`config.mk`:
```
export PLATFORM = sky130hd
export DESIGN_NAME = spi_cfg_seq
export DESIGN_NICKNAME = d
export VERILOG_FILES = /design/src/rtl/spi_cfg_seq.sv
export SDC_FILE = /design/constraint.sdc
export NUM_CORES = 1
export LEC_CHECK = 0
export CAP_MARGIN = 0
export CORE_AREA = 2 2 87 89
export DETAILED_ROUTE_END_ITERATION = 7
export DIE_AREA = 0 0 89 91
export GPL_ROUTABILITY_DRIVEN = 0
export HOLD_SLACK_MARGIN = 0.06
export PLACE_DENSITY = 0.74
export SLEW_MARGIN = 20
export SYNTH_ARGS = -nofsm -noshare
export SYNTH_HDL_FRONTEND = slang
export SYNTH_SLANG_ARGS = --single-unit
```
`constraint.sdc`:
```
create_clock -name clk -period 2.12 [get_ports clk]
set_input_delay 0.424 -clock clk [delete_from_list [all_inputs] [get_ports clk]]
set_output_delay 0.424 -clock clk [all_outputs]
set_load 0.05 [all_outputs]
```
`src/rtl/spi_cfg_seq.sv`:
```
// spi_cfg_seq: walks a table of configuration words and pushes each one
// through a single-word SPI master. For every word the master is held in
// reset, chip-select drops, the master is enabled until it reports finished,
// then chip-select rises and a fixed gap is observed before the next word.
// Optional feature macro: SPI_CFG_TIMEOUT_EN (bounded XFER wait with error flag).
module spi_cfg_seq #(
  parameter int DATAWIDTH  = 32,
  parameter int ADDR_W     = 4,
  parameter int CS_SETUP   = 8,
  parameter int GAP_CYCLES = 64,
  parameter int TIMEOUT    = 4096
) (
  input  logic                 clk,
  input  logic                 rst,
  input  logic                 start,
  input  logic [ADDR_W:0]      num_words,
  output logic [ADDR_W-1:0]    tbl_addr,
  input  logic [DATAWIDTH-1:0] tbl_data,
  output logic [DATAWIDTH-1:0] spi_din,
  output logic                 spi_en,
  output logic                 spi_rst,
  input  logic                 spi_finished,
  output logic                 cs_n,
  output logic                 busy,
  output logic                 done,
  output logic                 error
);

  typedef enum logic [2:0] {
    S_IDLE, S_LOAD, S_SETUP, S_XFER, S_GAP, S_DONE
  } state_t;

  // One shared counter serves SETUP, GAP and (optionally) XFER, so size it
  // for the largest of the three.
  localparam int CNT_A   = (CS_SETUP > GAP_CYCLES) ? CS_SETUP : GAP_CYCLES;
  localparam int CNT_MAX = (CNT_A > TIMEOUT) ? CNT_A : TIMEOUT;
  localparam int CNT_W   = $clog2(CNT_MAX + 1);

  // SETUP spends its first cycle dropping cs_n/spi_rst, then CS_SETUP more
  // cycles with cs_n low before spi_en rises, hence the terminal count of
  // CS_SETUP rather than CS_SETUP-1.
  localparam logic [CNT_W-1:0]  SETUP_LAST = CNT_W'(CS_SETUP);
  localparam logic [CNT_W-1:0]  GAP_LAST   = CNT_W'(GAP_CYCLES - 1);
  localparam logic [ADDR_W:0]   MAX_WORDS  = {1'b1, {ADDR_W{1'b0}}};

  state_t           state;
  logic [ADDR_W:0]  idx;
  logic [ADDR_W:0]  nwords;
  logic [ADDR_W:0]  idx_nxt;
  logic [CNT_W-1:0] cnt;

  assign idx_nxt  = idx + 1'b1;
  assign tbl_addr = idx[ADDR_W-1:0];

`ifdef SPI_CFG_TIMEOUT_EN
  localparam logic [CNT_W-1:0] TO_LAST = CNT_W'(TIMEOUT - 1);
`else
  assign error = 1'b0;
`endif

  // Sequencer FSM; every output is a register updated on the transition
  // into the state that owns it.
  always_ff @(posedge clk or posedge rst) begin
    if (rst) begin
      state   <= S_IDLE;
      idx     <= '0;
      nwords  <= '0;
      cnt     <= '0;
      spi_din <= '0;
      spi_en  <= 1'b0;
      spi_rst <= 1'b1;
      cs_n    <= 1'b1;
      busy    <= 1'b0;
      done    <= 1'b0;
`ifdef SPI_CFG_TIMEOUT_EN
      error   <= 1'b0;
`endif
    end else begin
      done <= 1'b0;
      case (state)
        S_IDLE: begin
          if (start) begin
            idx    <= '0;
            nwords <= (num_words > MAX_WORDS) ? MAX_WORDS : num_words;
`ifdef SPI_CFG_TIMEOUT_EN
            error  <= 1'b0;
`endif
            if (num_words == '0) begin
              done  <= 1'b1;
              state <= S_DONE;
            end else begin
              busy  <= 1'b1;
              state <= S_LOAD;
            end
          end
        end
        S_LOAD: begin
          spi_din <= tbl_data;
          cnt     <= '0;
          state   <= S_SETUP;
        end
        S_SETUP: begin
          cs_n    <= 1'b0;
          spi_rst <= 1'b0;
          if (cnt == SETUP_LAST) begin
            cnt    <= '0;
            spi_en <= 1'b1;
            state  <= S_XFER;
          end else begin
            cnt <= cnt + 1'b1;
          end
        end
        S_XFER: begin
          if (spi_finished) begin
            spi_en  <= 1'b0;
            cs_n    <= 1'b1;
            spi_rst <= 1'b1;
            cnt     <= '0;
            state   <= S_GAP;
          end
`ifdef SPI_CFG_TIMEOUT_EN
          else if (cnt == TO_LAST) begin
            spi_en  <= 1'b0;
            cs_n    <= 1'b1;
            spi_rst <= 1'b1;
            error   <= 1'b1;
            busy    <= 1'b0;
            done    <= 1'b1;
            cnt     <= '0;
            state   <= S_DONE;
          end else begin
            cnt <= cnt + 1'b1;
          end
`endif
        end
        S_GAP: begin
          if (cnt == GAP_LAST) begin
            cnt <= '0;
            if (idx_nxt == nwords) begin
              busy  <= 1'b0;
              done  <= 1'b1;
              state <= S_DONE;
            end else begin
              idx   <= idx_nxt;
              state <= S_LOAD;
            end
          end else begin
            cnt <= cnt + 1'b1;
          end
        end
        S_DONE: begin
          state <= S_IDLE;
        end
        default: begin
          state <= S_IDLE;
        end
      endcase
    end
  end

endmodule

```
### Word level (Yosys, flattened, before mapping)

Cells that the tools add are included.

| cells by class | value |
|---|---|
| add/subtract/negate cells | 2 |
| multiply operators | 0 |
| div/mod/pow operators | 0 |
| order comparisons | 1 |
| eq/ne operators | 14 |
| shift-type cells | 0 |
| muxes and demuxes | 31 |
| bitwise gates (word level) | 0 |
| reductions and logical operators | 12 |

Operator list:

| cell | count |
|---|---|
| 13-bit case mux with 4 select lines | 1 |
| 13-bit 2-to-1 mux | 3 |
| 5-bit 2-to-1 mux | 4 |
| 3-bit 2-to-1 mux | 6 |
| 3-bit case mux with 5 select lines | 1 |
| 2-bit inequality test, second input constant | 7 |
| 13-bit by 1-bit adder with 13-bit output, second input constant | 1 |
| 13-bit by 4-bit equality test with 1-bit output, second input constant | 1 |
| 13-bit by 6-bit equality test with 1-bit output, second input constant | 1 |
| 1-bit 2-to-1 mux | 11 |
| 5-bit case mux with 2 select lines | 1 |
| 1-bit case mux with 2 select lines | 4 |
| 4-bit AND reduction | 2 |
| 3-bit by 2-bit equality test with 1-bit output, second input constant | 2 |
| 2-bit AND reduction | 3 |
| 5-bit by 1-bit adder with 5-bit output, second input constant | 1 |
| 5-bit equality test | 1 |
| 5-bit > comparator, second input constant | 1 |
| 5-bit zero test | 1 |
| 5-bit AND reduction | 1 |
| 2-bit nonzero test | 2 |
| 4-bit nonzero test | 1 |
| 3-bit by 1-bit equality test with 1-bit output, second input constant | 1 |
| 3-bit equality test, second input constant | 1 |
| 2 further kinds | 2 |

| word-level totals | value |
|---|---|
| register bits after elaboration | 62 |
| latch bits | 0 |
| memory bits (writable) | 0 |
| bits in read-only memories | 0 |
| input bits | 41 |
| output and inout bits | 42 |
| logic and storage cells | 69 |
| memories kept | 0 |

### Longest topological paths before layout

Gate-level depths: netlist of run 1.

| logic depth | value |
|---|---|
| word-level depth | 5 |
| depth in mapped cells | 7 |
| depth with buffers taken out | 6 |

### Worst setup path before layout of run 1

Ideal clock, no wire load.

| path | value |
|---|---|
| kind | register -> register |
| start point | reg cnt[12] |
| end point | reg idx[2] |
| setup time | 0.126 ns |
| arrival | 1.985 ns |
| data required time | 1.994 ns |
| path slack | 0.009 ns |
| cell stages (with the launch flop) | 7 |
| path buffers | 1 |
| clock period less this slack | 2.111 ns |
| cells stage by stage | dfrtp_1 -> or4_4 -> nor4_4 -> a31oi_1 -> or3_1 -> buf_2 -> a221o_1 |

| on the way | value |
|---|---|
| longest elaborated chain between the ends | 3 |

RTL lines:

| what | RTL line | RTL |
|---|---|---|
| start, declared | 50 | `logic [CNT_W-1:0] cnt;` |
| start signal, assigned | 110 | `cnt <= cnt + 1'b1;` |
| start signal, assigned | 148 | `cnt <= cnt + 1'b1;` |
| 13-bit by 6-bit equality test with 1-bit output | 137 | `if (cnt == GAP_LAST) begin` |
| 2-bit inequality test (no line) | n/a |  |
| 4-bit AND reduction (no line) | n/a |  |
| end signal, assigned | 144 | `idx <= idx_nxt;` |
| end, declared | 47 | `logic [ADDR_W:0] idx;` |

No other way between the ends.
A chain may end at the register's enable or synchronous reset.

### Worst setup path in the final report of run 1

| path | value |
|---|---|
| start point | reg idx[2] |
| end point | out tbl_addr[2] |

RTL lines:

| what | RTL line | RTL |
|---|---|---|
| end, declared | 17 | `output logic [ADDR_W-1:0] tbl_addr,` |

No word-level cell between the ends.

==> impl_results.md, run 1 <==
- Worst Setup End Kind: output port
- Detailed-route vias per instance: 5.00
- Port-buffer cells: between 80 and 90
- Initial Util: 0.419
- Minimum hold slack: around 0.43 ns
- Crit-path slowest cell: clkdlybuf4s50_1
- WS Path Type: reg -> out
- Worst Reg2Reg Path Length in Cells: 5
- Largest area contributor in the netlist: dfrtp_1
- Total CTS buffers: 9
- Routed Antenna Nets: 0
- Switch share: 0.449
- Tot Pwr: around 0.0063 W
- Antenna violations before repair: 0
- Largest family of logic cells by synthesized area: simple AND/OR/NAND/NOR gates
- Die height: 91 um
- CP top delay family: buffers and inverters
- Root Buffer: clkbuf_8
- Average size of a mapped cell: 11.1 um2
- Top cells by area, synth: dfrtp_1 51%, mux2_2 13%, nand2_1 3.5%
- Area Overhead vs Synth: 42.1%
- Post-Synth XOR/XNOR Area: 0.0293
- Rel. slew slack: 0.649
- RSZ-0062 raised after global routing: yes
- DR iter-0 viols: 122
- First-pass iteration count of the detailed router: 4
- Reg-to-reg endpoint: idx[2]
- Leakage: 1.84 nW
- Adder-Cell Fraction of Synth Area: 0.0126
- Total number of vias: 2,380
- Die X: roughly 90 um
- Register area share after synthesis: 0.520
- Final Hold Fails: 0
- Routed wire length: 6800 um
- H-tree Lvls: 3
- R2r startpoint: cnt[12]
- Site row count: 31
- Most frequent cell after synthesis: dfrtp_1
- Core Area: 0.00714 mm2
- Multiplexer share of the synthesized area: 0.135
- Worst Hold Class: in -> async
- Setup crit start kind: flop
- Asr flop ratio synth: 1.00
- Fmax: 483 MHz
- Syn Std Cell Area: between 0.002 and 0.003 mm2
- Gate power share: 0.553
- Setup repair bufs after CTS: 0
- Pwr/cell area: 1490 mW/mm2
- Layout cell share with drive strength beyond 1: 0.247
- Die area: 0.00810 mm2
- Final setup violation count: 0
- Buffers & Inverters on Critical Path: 1
- Main synth FF type: dfrtp_1
- Hold-fix buffers, CTS: 0
- CTS tree: done
- GRT Total Usage: 0.180
- Crit path cell chain: clkdlybuf4s50_1
- Synth Area in Compound Gates: 0.0863
- Dpl hpwl: 5000 um
- WL/cell: 14.3 um
- Post-layout min period: 2.07 ns
- Fin nets: roughly 420
- Post-synthesis simple-gate area fraction: 0.178
- Synth Instances: between 200 and 300
- Sink Count: 62
- Top post-synthesis cells by count: 61 x dfrtp_1, 34 x mux2_2, 28 x nand2_1
- Vias in the first global route: 2,418
- Sw power: 0.00283 W
- Status: complete, no violations
- First-pass GRT wire length: between 10,000 and 15,000 um
- Max-slew violation count: 0
- VDD IR max: approximately 0.9 mV
- # IOs: 83
- GRT Residual Overflow: 0
- Final Cycle Share: 0.976
- Clk pwr share: 0.153
- Synthesized Nets: 314
- MaxCap Viol Count: 0
- Pint: about 0.0035 W
- Diode count: 0
- Data required time of the worst path: 1.70 ns
- Final Instance Count excl. Fillers: 476
- Seq pwr share: 0.294
- Crit path largest cell delay: 0.84 ns
- Yosys reg bits: 62
- Largest net degree at the start of global routing: 27
- Placed Cells: 460
- Ys Warns: 0
- Clk Latency, worst-skew pair: approximately 0.34 ns
- Final Skew: a little over 0.007 ns
- WP data arrival: 1.65 ns
- Flop-to-flop setup slack: 0.06 ns
- CTS max path bufs: 2
- Post-synth EDFFs: 0
- DRC: 0
- Distinct cells, synth: 43
- Crit path max fanout: 7
- Worst-path clk slew: approximately 0.070 ns
- Slew @ Worst Pin: 0.525 ns
- Yosys top cell area share: 0.511
cells in the final DEF, fill, tap and decap left out, types with 4 or more instances in the layout:
master and count:
nand4_1 4, and3_1 4, nand2b_1 4, mux2_2 34, dfrtp_1 61, inv_1 7
clkbuf_8 11, buf_4 25, nor3b_1 4, xnor2_1 7, or2_2 4, clkdlybuf4s50_1 77
nand3_1 13, o31ai_1 4, nor2b_1 5, o21ai_0 14, or3_1 4, a21oi_1 5
nand2_1 28, a31oi_1 4, nor2_1 10
flip-flops by register name, summed over array words and instances (netlist names), 3 cells and up:
| signal | cells |
|---|---|
| state | 3 |
| spi_din | 32 |
| idx | 5 |
| cnt | 13 |
| nwords | 5 |
how the worst max path moves through the flow:
stage          startpoint  depth (start not counted)  slack (ns)     endpoint
2_1_floorplan     cnt[12]                          6       0.009       idx[2]
3_3_place_gp      cnt[12]                          5        0.04       idx[2]
3_5_place_dp      cnt[12]                          5      0.0009       idx[2]
4_1_cts            idx[2]                          1        0.03  tbl_addr[2]
5_1_grt           cnt[12]                          5       -0.04       idx[2]
6_report           idx[2]                          1        0.05  tbl_addr[2]
per-stage QoR:
| step | util | TNS (ns) | area [um2] | worst slack (ns) |
|---|---|---|---|---|
| 3_3_place_gp | 0.566 | 0 | 4040 | 0.0381 |
| 3_5_place_dp | 0.566 | 0 | 4040 | 0.000920 |
| 5_1_grt | 0.595 | -0.0741 | 4250 | -0.0413 |
| 4_1_cts | 0.593 | 0 | 4230 | 0.0260 |
| 2_1_floorplan | - | 0 | 2990 | 0.00898 |
| 6_report | 0.595 | 0 | 4250 | 0.0509 |
layer usage:
layer,track usage,share of wire,wire length (um)
met1,0.215,0.42,2840
met2,0.303,0.52,3530
met3,0.0382,0.039,262
met4,0.0858,0.025,170
met5,0,0,0
timing repair:
action                                  in CTS  in global routing
endpoints found under the setup margin       2                  6
pin swaps                                    0                  1
gates resized for setup                      2                  4
layout make-up:
type | count | area [um2]
Clock buffer | 12 | 155
Sequential cell | 62 | 1550
Inverter | 8 | 30.0
Multi-Input combinational cell | 185 | 1340
Fill cell | 630 | 2890
Timing Repair Buffer | 106 | 1010
Tap cell | 99 | 124
Clock inverter | 4 | 31.3
power by group through the flow:
| stage | registers (W) | clock network [W] | logic, W |
|---|---|---|---|
| floorplan | 0.00303 | 0 | 0.00113 |
| global placement | 0.00186 | 0 | 0.00342 |
| detailed placement | 0.00188 | 0 | 0.00347 |
| CTS | 0.00186 | 0.000985 | 0.00349 |
| global route | 0.00192 | 0.00104 | 0.00368 |
| finish | 0.00185 | 0.000962 | 0.00349 |
logic make-up after synthesis:
| logic type | after synthesis |
|---|---|
| fa+ha+maj | 3 |
| xor+xnor | 10 |
| buf+inv | 23 |
| mux | 36 |
| flops | 62 |
| compound gates | 39 |
| simple gates | 96 |
| other cells | 1 |
Note: power is estimated with default switching activity, not from simulation.
==> run 2: changes to the inputs <==
Settings changed: CORE_AREA 2 2 87 89 to 2 2 79 81, DIE_AREA 0 0 89 91 to 0 0 81 83, PLACE_DENSITY 0.74 to 0.84, SLEW_MARGIN 20 to not set.
Clock period 2.12 ns to 2.5 ns, I/O delays scaled along.
==> impl_results.md, run 2 (synthesis gave the netlist of run 1 again) <==
- Rel. slew slack: 0.638 (-0.0109)
- Antenna violations before repair: 0 (unchanged)
- First-pass GRT wire length: 11,600 um (+3.0%)
- Final setup violation count: 0 (unchanged)
- Clk Latency, worst-skew pair: 0.34 ns (about the same)
- Data required time of the worst path: 2.71 ns (+1.01 ns)
- Placed Cells: 421 (-8.5%)
- Site row count: 28 (-9.7%)
- Final Instance Count excl. Fillers: 437 (-8.2%)
- Max-slew violation count: 0 (unchanged)
- First-pass iteration count of the detailed router: 4 (unchanged)
- Post-layout min period: 2.30 ns
- Setup repair bufs after CTS: 0 (unchanged)
- WS Path Type: reg -> reg
- Dpl hpwl: 5140 um (+2.8%)
- GRT Total Usage: 0.225 (+0.0446)
- Routed wire length: 7000 um (+3.0%)
- Worst Setup End Kind: flop
- Buffers & Inverters on Critical Path: 0 (-1)
- Registers with the most flip-flops: spi_din (32), cnt (13)
- Pwr/cell area: 1300 mW/mm2 (-12%)
- Flop-to-flop setup slack: 0.20 ns (+0.14 ns)
- Final Hold Fails: 0 (unchanged)
- Fin nets: 401 (-3.6%)
- Routed Antenna Nets: 0 (unchanged)
- Reg with most FFs: spi_din
- Vias in the first global route: 2,456 (+1.6%)
- Sink Count: 62 (unchanged)
- Met3 usage: 0.0402 (+0.00204)
- GRT Residual Overflow: 0 (unchanged)
- Area Overhead vs Synth: 36.7%
- Status: complete, no violations
- Leakage: 1.72 nW (-6.4%)
- CTS tree: done
- H-tree Lvls: 3 (unchanged)
- VDD IR max: 1.01 mV (+9.7%)
- DR iter-0 viols: 114 (-6.6%)
- Fmax: about 430 MHz
- Busiest metal layer after global routing: met2
- Met1 usage: 0.260 (+0.0450)
- DRC: 0 (unchanged)
- Port-buffer cells: 81 (unchanged)
- Minimum hold slack: 0.507 ns (+0.0750 ns)
- Core Area: 0.00582 mm2 (-19%)
- Area of the multi-input gates: 0.00133 mm2 (-1.0%)
- # IOs: 83 (unchanged)
- Worst-path clk slew: 0.07 ns (about the same)
- Crit path largest cell delay: 0.54 ns (-0.30 ns)
- M2 GR Usage: 0.396 (+0.0931)
- Crit path max fanout: 6 (-1)
- Detailed-route vias per instance: 5.50 (+9.9%)
- RSZ-0062 raised after global routing: no
- Die area: 0.00672 mm2 (-17%)
- Layout cell share with drive strength beyond 1: 0.199 (-0.0478)
- CTS max path bufs: 2 (unchanged)
- Initial Util: 0.514 (+0.0951)
- Setup TNS: 0 ns (unchanged)
- Setup crit start kind: flop
- WL/cell: 16.0 um (+12%)
- Final Cycle Share: 0.920
- Hold-fix buffers, CTS: 0 (unchanged)
- Final Skew: 0.00588 ns (-0.00127 ns)
- Crit-path slowest cell: or4_4
- Slew @ Worst Pin: 0.538 ns (+0.0130 ns)
- Reg area: 0.00155 mm2 (unchanged)
- Worst Hold Class: reg -> reg
- CP top delay family: simple AND/OR/NAND/NOR gates
- Root Buffer: clkbuf_8
- Commonest non-fill, non-tap cell in the layout: clkdlybuf4s50_1
- Die height: 83 um (-8.8%)
- Commonest cells after routing, fill and taps aside: 81 x clkdlybuf4s50_1, 61 x dfrtp_1, 34 x mux2_2, 28 x nand2_1, 14 x o21ai_0
- Largest net degree at the start of global routing: 33 (+22%)
- Crit path cell chain: or4_4 > nor4_4 > a31oi_1 > or3_1 > a221o_1
- Total CTS buffers: 9 (unchanged)
- MaxCap Viol Count: 0 (unchanged)
- # resized after CTS: 0 (-2)
- Fillers: 458 (-27%)
- Total number of vias: 2,402 (+0.92%)
- WP data arrival: 2.51 ns (+0.86 ns)
- Die X: 81 um (-9.0%)
- Diode count: 0 (unchanged)
- Largest register FFs: 32 (unchanged)
run 2: per-layer routing:
layer  vias to the layer above  part of all wire
li1                       1128                 -
met1                      1184              0.39
met2                        76              0.54
met3                        14             0.046
met4                         0             0.024
met5                         -                 0
run 2: path summary, 6_finish.rpt:
| check | start | endpoint | depth (start not counted) |
|---|---|---|---|
| setup / recovery | cnt[8] | idx[2] | 5 |
| hold / removal | spi_din[5] | spi_din[5] | 1 |
| setup reg to reg | cnt[8] | idx[2] | 5 |
| hold reg to reg | spi_din[5] | spi_din[5] | 1 |
| max in group asynchronous | rst | cnt[8] | 3 |
| min in group asynchronous | rst | spi_din[2] | 2 |
run 2: final cells by class:
cell class,count,area share
Tap cell,75,0.0230
Sequential cell,62,0.380
Clock inverter,4,0.0116
Timing Repair Buffer,91,0.220
Multi-Input combinational cell,185,0.325
Inverter,8,0.00735
Clock buffer,12,0.0331
run 2: metrics by stage:
| step | utilization | setup WS, ns | power (W) | area, um2 |
|---|---|---|---|---|
| final | 0.702 | 0.200 | 0.00531 | 4090 |
| after CTS | 0.702 | 0.200 | 0.00535 | 4090 |
| after detailed placement | 0.671 | 0.222 | 0.00449 | 3900 |
| after global placement | 0.671 | 0.321 | 0.00441 | 3900 |
| after global routing | 0.702 | 0.102 | 0.00558 | 4090 |
| after floorplan | - | 0.389 | 0.00353 | 2990 |
run 2: where the power goes:
group	switching (W)	internal, W	leakage (nW)
combinational	0.00179	0.00109	0.855
sequential	0.000212	0.00137	0.773
clock	0.000383	0.000458	0.0904
total	0.00239	0.00292	1.72
run 2: worst reg2reg max path: cells and delay by family (launching register included):
kind	cells	cell delay [ns]
compound gates	2	0.57
flops	1	0.43
simple gates	3	1.18
